**src/rtl/sdram_arbiter.sv**
```systemverilog
// sdram_arbiter
//   Shares the single SDRAM controller port between three requesters:
//   video fetch (read-only), Z80 CPU and the tape/ioctl loader DMA.
//   Fixed priority video > cpu > loader. The loader has a starvation guard:
//   after STARVE_MAX cpu grants made while the loader waits, the loader wins.
//   Only one transaction is in flight at a time.
//   FSM: IDLE -> ISSUE -> WAIT -> DONE -> IDLE.
//
//   Optional feature: define ARB_REFRESH_EN to add a periodic refresh request.
//   A refresh pulses mem_rfsh and outranks every requester.
//
// Ports
//   clock, reset                   system clock, synchronous active-high reset
//   vid_req/vid_addr               video read request (level, held until ack)
//   vid_ack/vid_q                  1-cycle done pulse, read data held until next ack
//   cpu_req/cpu_we/cpu_addr/cpu_d  cpu request; cpu_ack/cpu_q response
//   ldr_req/ldr_we/ldr_addr/ldr_d  loader request; ldr_ack/ldr_q response
//   mem_req/mem_we/mem_addr/mem_d  SDRAM controller command (registered)
//   mem_q/mem_ready                SDRAM controller read data / completion pulse
//   mem_rfsh                       1-cycle refresh command pulse
//   busy                           high whenever the FSM is not in IDLE
//   timeout_err                    sticky WAIT-timeout flag, cleared by reset only
module sdram_arbiter #(
    parameter int unsigned AW             = 22,
    parameter int unsigned DW             = 8,
    parameter int unsigned STARVE_MAX     = 4,
    parameter int unsigned TIMEOUT        = 255,
    parameter int unsigned REFRESH_CYCLES = 546
) (
    input  logic          clock,
    input  logic          reset,

    input  logic          vid_req,
    input  logic [AW-1:0] vid_addr,
    output logic          vid_ack,
    output logic [DW-1:0] vid_q,

    input  logic          cpu_req,
    input  logic          cpu_we,
    input  logic [AW-1:0] cpu_addr,
    input  logic [DW-1:0] cpu_d,
    output logic          cpu_ack,
    output logic [DW-1:0] cpu_q,

    input  logic          ldr_req,
    input  logic          ldr_we,
    input  logic [AW-1:0] ldr_addr,
    input  logic [DW-1:0] ldr_d,
    output logic          ldr_ack,
    output logic [DW-1:0] ldr_q,

    output logic          mem_req,
    output logic          mem_we,
    output logic [AW-1:0] mem_addr,
    output logic [DW-1:0] mem_d,
    input  logic [DW-1:0] mem_q,
    input  logic          mem_ready,
    output logic          mem_rfsh,

    output logic          busy,
    output logic          timeout_err
);

    localparam int unsigned SW = $clog2(STARVE_MAX + 1);

    typedef enum logic [1:0] {ST_IDLE, ST_ISSUE, ST_WAIT, ST_DONE} state_t;
    typedef enum logic [1:0] {OWN_NONE, OWN_VID, OWN_CPU, OWN_LDR} owner_t;

    state_t        state;
    owner_t        owner;
    logic [SW-1:0] starve_cnt;
    logic [7:0]    wait_cnt;
    logic          ref_pending;
    logic          ldr_starved;

    assign ldr_starved = ldr_req && (starve_cnt == SW'(STARVE_MAX));

`ifdef ARB_REFRESH_EN
    localparam int unsigned RW = $clog2(REFRESH_CYCLES);

    logic [RW-1:0] ref_cnt;

    // Free-running refresh timer. A wrap while a refresh is already pending
    // is absorbed; the grant in IDLE consumes the pending request.
    always_ff @(posedge clock) begin
        if (reset) begin
            ref_cnt     <= '0;
            ref_pending <= 1'b0;
        end else begin
            if (ref_cnt == RW'(REFRESH_CYCLES - 1)) begin
                ref_cnt     <= '0;
                ref_pending <= 1'b1;
            end else begin
                ref_cnt <= ref_cnt + RW'(1);
            end
            if (state == ST_IDLE && ref_pending)
                ref_pending <= 1'b0;
        end
    end
`else
    assign ref_pending = 1'b0;
`endif

    always_ff @(posedge clock) begin
        if (reset) begin
            state       <= ST_IDLE;
            owner       <= OWN_NONE;
            starve_cnt  <= '0;
            wait_cnt    <= '0;
            vid_ack     <= 1'b0;
            cpu_ack     <= 1'b0;
            ldr_ack     <= 1'b0;
            vid_q       <= '0;
            cpu_q       <= '0;
            ldr_q       <= '0;
            mem_req     <= 1'b0;
            mem_we      <= 1'b0;
            mem_addr    <= '0;
            mem_d       <= '0;
            mem_rfsh    <= 1'b0;
            busy        <= 1'b0;
            timeout_err <= 1'b0;
        end else begin
            // Single-cycle pulses default low.
            vid_ack  <= 1'b0;
            cpu_ack  <= 1'b0;
            ldr_ack  <= 1'b0;
            mem_req  <= 1'b0;
            mem_rfsh <= 1'b0;

            unique case (state)
                ST_IDLE: begin
                    if (!ldr_req)
                        starve_cnt <= '0;

                    if (ref_pending) begin
                        owner    <= OWN_NONE;
                        mem_rfsh <= 1'b1;
                        mem_we   <= 1'b0;
                        busy     <= 1'b1;
                        state    <= ST_ISSUE;
                    end else if (vid_req) begin
                        owner    <= OWN_VID;
                        mem_req  <= 1'b1;
                        mem_we   <= 1'b0;
                        mem_addr <= vid_addr;
                        busy     <= 1'b1;
                        state    <= ST_ISSUE;
                    end else if (ldr_starved || (ldr_req && !cpu_req)) begin
                        owner      <= OWN_LDR;
                        mem_req    <= 1'b1;
                        mem_we     <= ldr_we;
                        mem_addr   <= ldr_addr;
                        mem_d      <= ldr_d;
                        starve_cnt <= '0;
                        busy       <= 1'b1;
                        state      <= ST_ISSUE;
                    end else if (cpu_req) begin
                        owner    <= OWN_CPU;
                        mem_req  <= 1'b1;
                        mem_we   <= cpu_we;
                        mem_addr <= cpu_addr;
                        mem_d    <= cpu_d;
                        if (ldr_req && starve_cnt != SW'(STARVE_MAX))
                            starve_cnt <= starve_cnt + SW'(1);
                        busy     <= 1'b1;
                        state    <= ST_ISSUE;
                    end
                end

                ST_ISSUE: begin
                    wait_cnt <= '0;
                    state    <= ST_WAIT;
                end

                ST_WAIT: begin
                    // mem_ready is checked first so it wins over a
                    // timeout expiring on the same cycle.
                    if (mem_ready) begin
                        unique case (owner)
                            OWN_VID: begin vid_q <= mem_q; vid_ack <= 1'b1; end
                            OWN_CPU: begin cpu_q <= mem_q; cpu_ack <= 1'b1; end
                            OWN_LDR: begin ldr_q <= mem_q; ldr_ack <= 1'b1; end
                            default: ;
                        endcase
                        mem_we <= 1'b0;
                        state  <= ST_DONE;
                    end else if (wait_cnt == 8'(TIMEOUT - 1)) begin
                        // wait_cnt counts completed WAIT cycles, so this is
                        // the TIMEOUT-th one. Abandon without ack.
                        timeout_err <= 1'b1;
                        mem_we      <= 1'b0;
                        busy        <= 1'b0;
                        state       <= ST_IDLE;
                    end else begin
                        wait_cnt <= wait_cnt + 8'd1;
                    end
                end

                ST_DONE: begin
                    busy  <= 1'b0;
                    state <= ST_IDLE;
                end

                default: state <= ST_IDLE;
            endcase
        end
    end

endmodule

```
**config.mk**
```make
export PLATFORM = sky130hd
export DESIGN_NAME = sdram_arbiter
export DESIGN_NICKNAME = d
export VERILOG_FILES = /design/src/rtl/sdram_arbiter.sv
export SDC_FILE = /design/constraint.sdc
export NUM_CORES = 1
export LEC_CHECK = 0
export ABC_AREA = 1
export BUFFER_PORTS_ARGS = -buffer_cell sky130_fd_sc_hd__buf_2
export CAP_MARGIN = 15
export CORE_MARGIN = 4
export CORE_UTILIZATION = 48
export DETAILED_ROUTE_END_ITERATION = 7
export GPL_ROUTABILITY_DRIVEN = 0
export PLACE_DENSITY_LB_ADDON = 0.08
export SETUP_SLACK_MARGIN = 0.3
export SYNTH_ARGS = -nofsm -noshare
export SYNTH_HDL_FRONTEND = slang
export SYNTH_SLANG_ARGS = --single-unit
```
**constraint.sdc**
```tcl
create_clock -name clock -period 1.5 [get_ports clock]
set_input_delay 0.225 -clock clock [delete_from_list [all_inputs] [get_ports clock]]
set_output_delay 0.225 -clock clock [all_outputs]
set_load 0.05 [all_outputs]
```
== After elaboration in Yosys (flattened, before gate mapping) ==
Index checks and enable logic that the tools add are counted.

* Register bits: 76
* Output and inout bits: 62
* Word-level logic and storage cells: 98

* $add $sub $neg: 2
* Eq/ne operators: 14
* Multiplexer cells: 39
* Bitwise operators: 4
* Reduce and logical (&&, ||, !) cells: 23

{| class="wikitable"
|+ Operator list
! operator !! count
|-
| 22-bit 2-to-1 mux || 3
|-
| 8-bit 2-to-1 mux || 4
|-
| 3-bit AND reduction || 7
|-
| 2-bit 2-to-1 mux || 8
|-
| 8-bit case mux with 2 select lines || 1
|-
| 1-bit 2-to-1 mux || 15
|-
| 3-bit 2-to-1 mux || 5
|-
| 8-bit by 1-bit adder with 8-bit output, second input constant || 1
|-
| 2-bit equality test, second input constant || 4
|-
| 8-bit equality test, second input constant || 1
|-
| 2-bit case mux with 4 select lines || 1
|-
| 2-bit != test, second input constant || 3
|-
| 3-bit != test, second input constant || 2
|-
| 2-bit nonzero test || 3
|-
| 3-bit nonzero test || 2
|-
| 2-bit by 1-bit equality test with 1-bit output, second input constant || 2
|-
| 4-bit != test, second input constant || 1
|-
| 1-bit inverter || 4
|-
| 2-bit AND reduction || 2
|-
| 4-bit AND reduction || 1
|-
| 3-bit by 1-bit adder with 3-bit output, second input constant || 1
|-
| 3-bit equality test, second input constant || 1
|-
| 1-bit logical AND || 3
|-
| 1-bit case mux with 3 select lines || 1
|-
| 6 further kinds || 6
|}

== Longest topological paths before layout ==
Gate-level depths: netlist (run 1).

* Word-level depth: 6
* Depth in mapped cells: 10

== Least setup slack after synthesis (run 1) ==
OpenSTA, ideal clock, no wires.

* Kind: reg-to-reg
* Start: register starve_cnt[0]
* End: register mem_addr[17]
* Library setup time: 0.121 ns
* Arrival time: 1.242 ns
* Data required time: 1.379 ns
* Setup slack: 0.136 ns
* Cell stages (with the launch flop): 9
* Clock period less this slack: 1.364 ns
* Path through: dfxtp_1 -> inv_1 -> ha_1 -> nand3_1 -> nand2_2 -> buf_2 -> or2_1 -> o211ai_1 -> a21oi_2

* Word-level cells in the longest chain between the ends: 5

{| class="wikitable"
|+ RTL lines
! item !! line !! source
|-
| from (decl) || 71 || <nowiki>logic [SW-1:0] starve_cnt;</nowiki>
|-
| from (signal assigned) || 165 || <nowiki>starve_cnt <= starve_cnt + SW'(1);</nowiki>
|-
| 3-bit equality test (*) || 76 || <nowiki>assign ldr_starved = ldr_req && (starve_cnt == SW'(STARVE_MAX));</nowiki>
|-
| 1-bit logical AND (*) || 76 ||
|-
| 1-bit logical OR (*) || 149 || <nowiki>end else if (ldr_starved || (ldr_req && !cpu_req)) begin</nowiki>
|-
| 3-bit nonzero test (no line) / 22-bit 2-to-1 mux (equally long branches) || n/a ||
|-
| 2-bit AND reduction (no line) / 22-bit 2-to-1 mux (equally long branches) || n/a ||
|-
| to (signal assigned) || 146 || <nowiki>mem_addr <= vid_addr;</nowiki>
|-
| to (signal assigned) || 153 || <nowiki>mem_addr <= ldr_addr;</nowiki>
|-
| to (signal assigned) || 162 || <nowiki>mem_addr <= cpu_addr;</nowiki>
|-
| to (decl) || 54 || <nowiki>output logic [AW-1:0] mem_addr,</nowiki>
|}

Mark *: on every way between the ends. The rest lies on a longest branch, timed or not.
A chain may end at the register's enable or synchronous reset.

== Worst setup path after layout (run 1) ==
* Start: register starve_cnt[0]
* End: register mem_addr[21]

The elaborated chain is that of the path after synthesis.

==> results of run 1 <==
[layer usage]
metal  global-route usage [%]  vias to the layer above  wire length, microns
li1                         -                     2060                     -
met2                     42.1                      136                  6270
met5                        0                        -                    16
met1                     30.4                     1904                  4910
met4                     9.35                        2                   216
met3                     5.58                       19                   863
[where the power goes]
part	switching, mW	internal (mW)	leakage (nW)
clock	0.818	0.937	0.102
sequential	0.103	2.16	0.626
combinational	1.13	0.627	1.90
total	2.05	3.73	2.63
[through the flow]
stage | util [%] | hold WS [ps]
floorplan | - | 358
global placement | 61.3 | 443
detailed placement | 61.3 | 450
CTS | 70.2 | 116
global route | 76.2 | 137
finish | 76.2 | 131
[layout make-up]
type / count / area share, %
Multi-Input combinational cell: 370 / 40.4
Sequential cell: 76 / 26.3
Timing Repair Buffer: 196 / 23.5
Inverter: 48 / 3.97
Clock buffer: 10 / 2.18
Tap cell: 102 / 2.18
Clock inverter: 6 / 1.52
[worst register-to-register path, cell delays in order, from the launching register on]
cell and delay (ps):
sky130_fd_sc_hd__dfxtp_2 340, sky130_fd_sc_hd__inv_2 50, sky130_fd_sc_hd__ha_4 160, sky130_fd_sc_hd__nand3_4 120, sky130_fd_sc_hd__nand2_8 90, sky130_fd_sc_hd__buf_12 160, sky130_fd_sc_hd__or2_1 220, sky130_fd_sc_hd__o211ai_1 100
sky130_fd_sc_hd__a21oi_2 70
[kinds of logic (layout without fill, tap and decap cells)]
kind of cell | after synthesis | after routing | synth area share [%]
simple gates | 234 | 238 | 28.3
compound gates | 125 | 125 | 20.6
flops | 76 | 76 | 40.5
buf+inv | 74 | 260 | 8.75
fa+ha+maj | 4 | 4 | 1.33
xor+xnor | 2 | 2 | 0.466
other cells | 1 | 1 | 0.0997
[sequential cells by signal, indices dropped and copies added, names as in the netlist]
name and cells:
cpu_ack 1, mem_req 1, ldr_ack 1, starve_cnt 3, state 2, mem_we 1
vid_q 8, ldr_q 8, mem_addr 22, owner 2, wait_cnt 8, busy 1
timeout_err 1, mem_d 8, vid_ack 1, cpu_q 8
[path summary, 6_finish.rpt]
| kind | to | slack, ps | cells after the start |
|---|---|---|---|
| worst max-delay path | mem_addr[21] | 70 | 8 |
| worst min-delay path | mem_d[4] | 130 | 3 |
| worst max register to register | mem_addr[21] | 70 | 8 |
| worst min register to register | mem_d[7] | 470 | 2 |
[placed cells by master, fill, tap and decap left out, types with 5 or more instances in the layout]
master | synthesis | layout
sky130_fd_sc_hd__a21oi_1 | 36 | 33
sky130_fd_sc_hd__a21oi_2 | 18 | 20
sky130_fd_sc_hd__a31oi_1 | 10 | 9
sky130_fd_sc_hd__buf_12 | 0 | 5
sky130_fd_sc_hd__buf_2 | 14 | 106
sky130_fd_sc_hd__buf_4 | 3 | 29
sky130_fd_sc_hd__buf_6 | 3 | 19
sky130_fd_sc_hd__clkbuf_4 | 0 | 35
sky130_fd_sc_hd__clkbuf_8 | 0 | 9
sky130_fd_sc_hd__dfxtp_1 | 76 | 67
sky130_fd_sc_hd__dfxtp_2 | 0 | 7
sky130_fd_sc_hd__inv_1 | 38 | 33
sky130_fd_sc_hd__inv_2 | 10 | 8
sky130_fd_sc_hd__nand2_1 | 97 | 91
sky130_fd_sc_hd__nand2_2 | 6 | 7
sky130_fd_sc_hd__nand2_4 | 2 | 6
sky130_fd_sc_hd__nand3_1 | 13 | 10
sky130_fd_sc_hd__nand3_4 | 3 | 6
sky130_fd_sc_hd__nor2_1 | 80 | 55
sky130_fd_sc_hd__nor2_2 | 1 | 9
sky130_fd_sc_hd__nor2_4 | 4 | 21
sky130_fd_sc_hd__o211ai_1 | 23 | 23
sky130_fd_sc_hd__o21ai_0 | 31 | 7
sky130_fd_sc_hd__o21ai_1 | 3 | 9
sky130_fd_sc_hd__o21ai_2 | 1 | 16
sky130_fd_sc_hd__or2_1 | 17 | 17
[repair_timing]
action,CTS,global route
resized for setup,84,135
pin swaps,39,40
hold endpoints to repair,0,0
cloned,5,1
buffers inserted,22,3
setup endpoints to repair,76,115
==> reports/summary.log, run 1 <==
INFO  outcome        outcome=finished clean
INFO  power_and_ir_drop power_density=987nW/um^2
INFO  synthesis      synthCells=516
INFO  global_route   pin_count_of_the_biggest_net_entering_global_routing=43
INFO  synthesis      yosys.cell_types.count=35
INFO  die            horizontal_die_dimension=96.5microns
INFO  clock_tree     numCtsBuffers=9
INFO  power_and_ir_drop leakagePower=2.63nW
INFO  detailed_routing postRouteAntennaNets=0
INFO  detailed_routing routed_wl=12.3mm
INFO  worst_setup_path setup.worst_path.start=starve_cnt[0]
INFO  worst_setup_path max_stage_delay=340ps
INFO  finish         final_nets=803
INFO  global_route   grt_antenna_before_repair=1
INFO  detailed_routing route.detailed.drc=0
INFO  global_route   globalRouteOverflowTotal=0
INFO  worst_setup_path biggest_fanout_along_the_worst_timing_path=14
INFO  clock_tree     cts_num_sinks=76
INFO  hold_path      hp-start=ldr_d[4]
INFO  detailed_routing dr.first_iter.drc_count=177
INFO  finish         final_layout_size_suffix_gt1_share=47.6%
INFO  synthesis      seq_area_frac_synth=40.5%
INFO  die            floorplan.initialDensity=48.9%
INFO  die            std_cell_rows=32
INFO  finish         fill_cells=565
INFO  detailed_routing drt_first_pass_iters=4
INFO  synthesis      syn_area=3760squm
INFO  synthesis      yosys_warnings=0
INFO  finish         multiInputGateArea=2360squm
INFO  worst_setup_path timing.critical_path.max_delay_family=simple AND/OR/NAND/NOR gates
INFO  clock_tree     clock_latency=360ps
INFO  place          placed_area=4710squm
INFO  place          pre_cts_slack=56.8ps
INFO  clock_tree     cts_tree=yes
INFO  worst_setup_path critPathLaunchType=flip-flop
INFO  clock_tree     ctsHoldBuffers=0
INFO  finish         seqCellArea=1540squm
INFO  clock_tree     cts_buffer_depth=2
INFO  timing         final_hold_vios=0
INFO  timing         timing.final.crit_period=1430ps
INFO  synthesis      netlist.top_cell.by_area=sky130_fd_sc_hd__dfxtp_1
INFO  synthesis      synth_top_cells_by_area=sky130_fd_sc_hd__dfxtp_1 (40%), sky130_fd_sc_hd__nand2_1 (9.7%), sky130_fd_sc_hd__nor2_1 (8.0%), sky130_fd_sc_hd__a21oi_1 (4.8%), sky130_fd_sc_hd__o211ai_1 (4.6%)
INFO  timing         finalSetupTns=0ps
INFO  timing         fmax=701MHz
INFO  worst_setup_path worst_path_max_delay_cell=sky130_fd_sc_hd__dfxtp_2
INFO  die            vert_die_dim=96.5microns
INFO  worst_setup_path critical_path.n_buffers_inverters=2
INFO  clock_tree     cts_htree_levels=3
INFO  synthesis      synth_edf_count=0
INFO  worst_setup_path r2r_start=starve_cnt[0]
INFO  finish         area_growth_syn_to_layout=55.7%
INFO  place          placed_cells_incl_taps=761
INFO  timing         fin_worst_skew=6.96ps
INFO  synthesis      async_reset_ff_share=0%
INFO  run            maxCapViolCount=0
INFO  power_and_ir_drop total_power=5.78mW
INFO  die            dieArea=9320squm
INFO  timing         timing.final.setup_violations=0
INFO  timing         slew_viol_final=0
INFO  worst_setup_path cp-end-kind=flip-flop
INFO  detailed_routing average_wire_per_cell_in_the_routed_design=15.2microns
INFO  clock_tree     clock-root-buffer=sky130_fd_sc_hd__clkbuf_8
INFO  place          io_buffers=158
INFO  timing         fin_ws=74.3ps
INFO  synthesis      synth_top_cell_area_share=40.5%
INFO  detailed_routing vias=4,121
INFO  power_and_ir_drop peakVddDrop=0.516mV
INFO  worst_setup_path crit_path_cell_trace=inv_2 > ha_4 > nand3_4 > nand2_8 > buf_12 > or2_1 > o211ai_1 > a21oi_2
INFO  synthesis      synth_commonest_cells=sky130_fd_sc_hd__nand2_1 (97), sky130_fd_sc_hd__nor2_1 (80), sky130_fd_sc_hd__dfxtp_1 (76)
INFO  die            io_pins=160
INFO  die            core_region_area=7690squm
INFO  timing         layout_worst_path_cycle_share=95.0%
INFO  timing         grt_setup_unrepaired=yes
INFO  detailed_routing post_drt_via_cell_ratio=5.10
INFO  synthesis      postSynthNetCount=618
INFO  finish         layoutNonFillerInstCount=808
INFO  finish         insertedDiodeCount=0
INFO  clock_tree     clk_pin_slew=80ps
INFO  place          hpwlAfterDp=7.68mm
INFO  global_route   grt_use_total=24.7%
INFO  worst_setup_path crit_required=1750ps
INFO  global_route   grt_first_pass_wirelength=18.0mm
INFO  synthesis      ys_ff_latch=76
INFO  global_route   grt_pass1_vias=3,843
INFO  worst_setup_path crit_arrival=1680ps
INFO  synthesis      synth_flop_cell=sky130_fd_sc_hd__dfxtp_1
INFO  finish         final_design_area_no_fill=5860squm
INFO  synthesis      syn_avg_cell_area=7.29squm
INFO  synthesis      yosysMostFrequentCell=sky130_fd_sc_hd__nand2_1
INFO  worst_setup_path worstSetupPathType=flip-flop to flip-flop
INFO  hold_path      hp-class=primary input to flip-flop
(Power assumes the default switching activity.)
==> run 2, diff against run 1 <==
--- a/config.mk
+++ b/config.mk
@@ -8,6 +8,7 @@
 export ABC_AREA = 1
 export BUFFER_PORTS_ARGS = -buffer_cell sky130_fd_sc_hd__buf_2
 export CAP_MARGIN = 15
+export CORE_ASPECT_RATIO = 2
 export CORE_MARGIN = 4
 export CORE_UTILIZATION = 48
 export DETAILED_ROUTE_END_ITERATION = 7
==> run 2 against run 1 <==
  * Sequential share of layout area about the same
  * Core utilization rose by 0.96 points
  * Design area is 0.13% higher
  * Register-to-register slack got worse by 20 ps
  * Via count grew 3.3%
  * Clock-buffer cell count decreased by 1
  * Combinational power up 5%
  * Clock skew down 4.4 ps
  * Highest routed layer is now met4
  * Total power up 9.8%
  * Hold slack better by 19 ps
  * Largest power group unchanged
==> reports/summary.log, run 2 (same netlist as run 1, synthesis figures left out) <==
INFO  detailed_routing routed_wl=13.2mm
INFO  global_route   grt_antenna_before_repair=0
INFO  finish         largest_register_ff_count=22
INFO  die            io_pins=160
INFO  timing         layout_worst_path_cycle_share=96.5%
INFO  finish         multiInputGateArea=2330squm
INFO  timing         slew_viol_final=0
INFO  timing         final_hold_vios=0
INFO  die            dieArea=9400squm
INFO  place          pre_cts_slack=14.0ps
INFO  finish         final_nets=811
INFO  outcome        outcome=finished clean
INFO  finish         register_name_with_the_most_flops=mem_addr
INFO  place          placed_cells_incl_taps=757
INFO  timing         worst-slew-pin-transition=521ps
INFO  clock_tree     cts_num_sinks=76
INFO  place          io_buffers=158
INFO  run            maxCapViolCount=0
INFO  detailed_routing drt_first_pass_iters=5
INFO  timing         timing.final.setup_violations=0
INFO  finish         final_layout_size_suffix_gt1_share=47.2%
INFO  detailed_routing route.detailed.drc=0
INFO  clock_tree     clock_latency=330ps
INFO  clock_tree     numCtsBuffers=9
INFO  timing         timing.final.crit_period=1450ps
INFO  worst_setup_path critPathLaunchType=flip-flop
INFO  detailed_routing dr.first_iter.drc_count=307
INFO  timing         grt_setup_unrepaired=yes
INFO  finish         area_growth_syn_to_layout=55.9%
INFO  die            vert_die_dim=133microns
INFO  global_route   grt_use_total=26.6%
INFO  hold_path      hp-class=primary input to flip-flop
INFO  timing         finalSetupTns=0ps
INFO  finish         seqCellArea=1540squm
INFO  clock_tree     cts_buffer_depth=2
INFO  clock_tree     clk_pin_slew=60ps
INFO  die            floorplan.initialDensity=49.5%
INFO  timing         fin_worst_skew=2.58ps
INFO  clock_tree     cts_htree_levels=3
INFO  finish         layout.cells.most_common_list=sky130_fd_sc_hd__buf_2 (139), sky130_fd_sc_hd__nand2_1 (95), sky130_fd_sc_hd__dfxtp_1 (65)
INFO  global_route   grt_pass1_vias=4,300
INFO  global_route   grt_first_pass_wirelength=20.2mm
INFO  timing         fmax=691MHz
INFO  finish         layout_commonest_cell=sky130_fd_sc_hd__buf_2
INFO  detailed_routing vias=4,258
INFO  worst_setup_path max_stage_delay=340ps
INFO  power_and_ir_drop peakVddDrop=0.741mV
INFO  global_route   pin_count_of_the_biggest_net_entering_global_routing=36
INFO  worst_setup_path crit_required=1720ps
INFO  worst_setup_path biggest_fanout_along_the_worst_timing_path=8
INFO  detailed_routing average_wire_per_cell_in_the_routed_design=16.3microns
INFO  power_and_ir_drop power_density=1080nW/um^2
INFO  worst_setup_path crit_arrival=1660ps
INFO  worst_setup_path worstSetupPathType=flip-flop to flip-flop
INFO  die            core_region_area=7600squm
INFO  place          hpwlAfterDp=8.05mm
INFO  timing         fin_ws=53.1ps
INFO  worst_setup_path critical_path.n_buffers_inverters=2
INFO  power_and_ir_drop leakagePower=2.70nW
INFO  die            std_cell_rows=45
INFO  global_route   globalRouteOverflowTotal=0
INFO  worst_setup_path crit_path_cell_trace=inv_2 > ha_4 > nand3_4 > nand2_8 > buf_6 > or2_1 > o211ai_1 > a21oi_1
INFO  detailed_routing postRouteAntennaNets=0
INFO  detailed_routing post_drt_via_cell_ratio=5.27
INFO  die            horizontal_die_dimension=70.6microns
INFO  timing         max_slew_margin=65.2%
INFO  worst_setup_path timing.critical_path.max_delay_family=simple AND/OR/NAND/NOR gates
INFO  finish         layoutNonFillerInstCount=808
INFO  clock_tree     clock-root-buffer=sky130_fd_sc_hd__clkbuf_16
INFO  worst_setup_path worst_path_max_delay_cell=sky130_fd_sc_hd__dfxtp_2
INFO  finish         insertedDiodeCount=0
INFO  finish         fill_cells=599
INFO  worst_setup_path cp-end-kind=flip-flop
INFO  clock_tree     cts_tree=yes
-- run 2: cell types whose count changed in the layout (fill, tap and decap cells not counted), moves of 8 or more --
cell	before	now
sky130_fd_sc_hd__nor2_4	21	13
sky130_fd_sc_hd__clkbuf_16	1	10
sky130_fd_sc_hd__nor2_2	9	18
sky130_fd_sc_hd__clkbuf_8	9	0
sky130_fd_sc_hd__buf_2	106	139
sky130_fd_sc_hd__clkbuf_4	35	13
-- run 2: stage by stage --
| step | power, mW | utilization [%] | cell area (sq um) | hold WS, ps |
|---|---|---|---|---|
| 4_1_cts | 6.25 | 72.7 | 5530 | 141 |
| 3_5_place_dp | 3.79 | 62.3 | 4730 | 452 |
| 6_report | 6.35 | 77.1 | 5860 | 150 |
| 3_3_place_gp | 3.77 | 62.3 | 4730 | 448 |
| 2_1_floorplan | 3.38 | - | 3840 | 358 |
| 5_1_grt | 6.60 | 77.1 | 5860 | 151 |
-- run 2: power by group --
part	switching, mW	internal (mW)
sequential	0.106	2.17
clock	0.918	1.31
combinational	1.18	0.665
total	2.20	4.14
-- run 2: path summary, 6_finish.rpt --
path / from / to / slack (ps) / depth (start not counted)
max reg2reg: starve_cnt[1] / mem_addr[4] / 50 / 8
max: starve_cnt[1] / mem_addr[4] / 50 / 8
min reg2reg: cpu_q[3] / cpu_q[3] / 470 / 2
min: ldr_d[1] / mem_d[1] / 150 / 3
-- run 2: timing repair --
item / in CTS / in global routing
gates resized for setup: 59 / 96
hold buffers: 0 / 0
pin swaps: 29 / 44
setup buffers: 18 / 7
setup endpoints to repair: 71 / 90
gates cloned: 8 / 2
-- run 2: worst reg2reg max path, delay by kind of cell (launching register included) --
family / cells / cell delay, ps
AND/OR/NAND/NOR: 3 / 420
flip-flops: 1 / 340
buffers and inverters: 2 / 210
AO/OA/AOI/OAI: 2 / 200
adder cells (fa/ha/maj): 1 / 160
-- run 2: cell type report --
class                   instances  share of cell area (%)
clock inverters                 7                    1.43
repair buffers                202                    22.9
multi-input cells             372                    39.8
clock buffers                   9                    3.84
well taps                      94                    2.01
flip-flops and latches         76                    26.2
inverters                      48                    3.76
-- run 2: routing by layer --
layer	share of wire, %	global-route usage [%]
met1	35	26.9
met2	56	48.0
met3	6.9	7.70
met4	2.7	14.5
met5	0	0
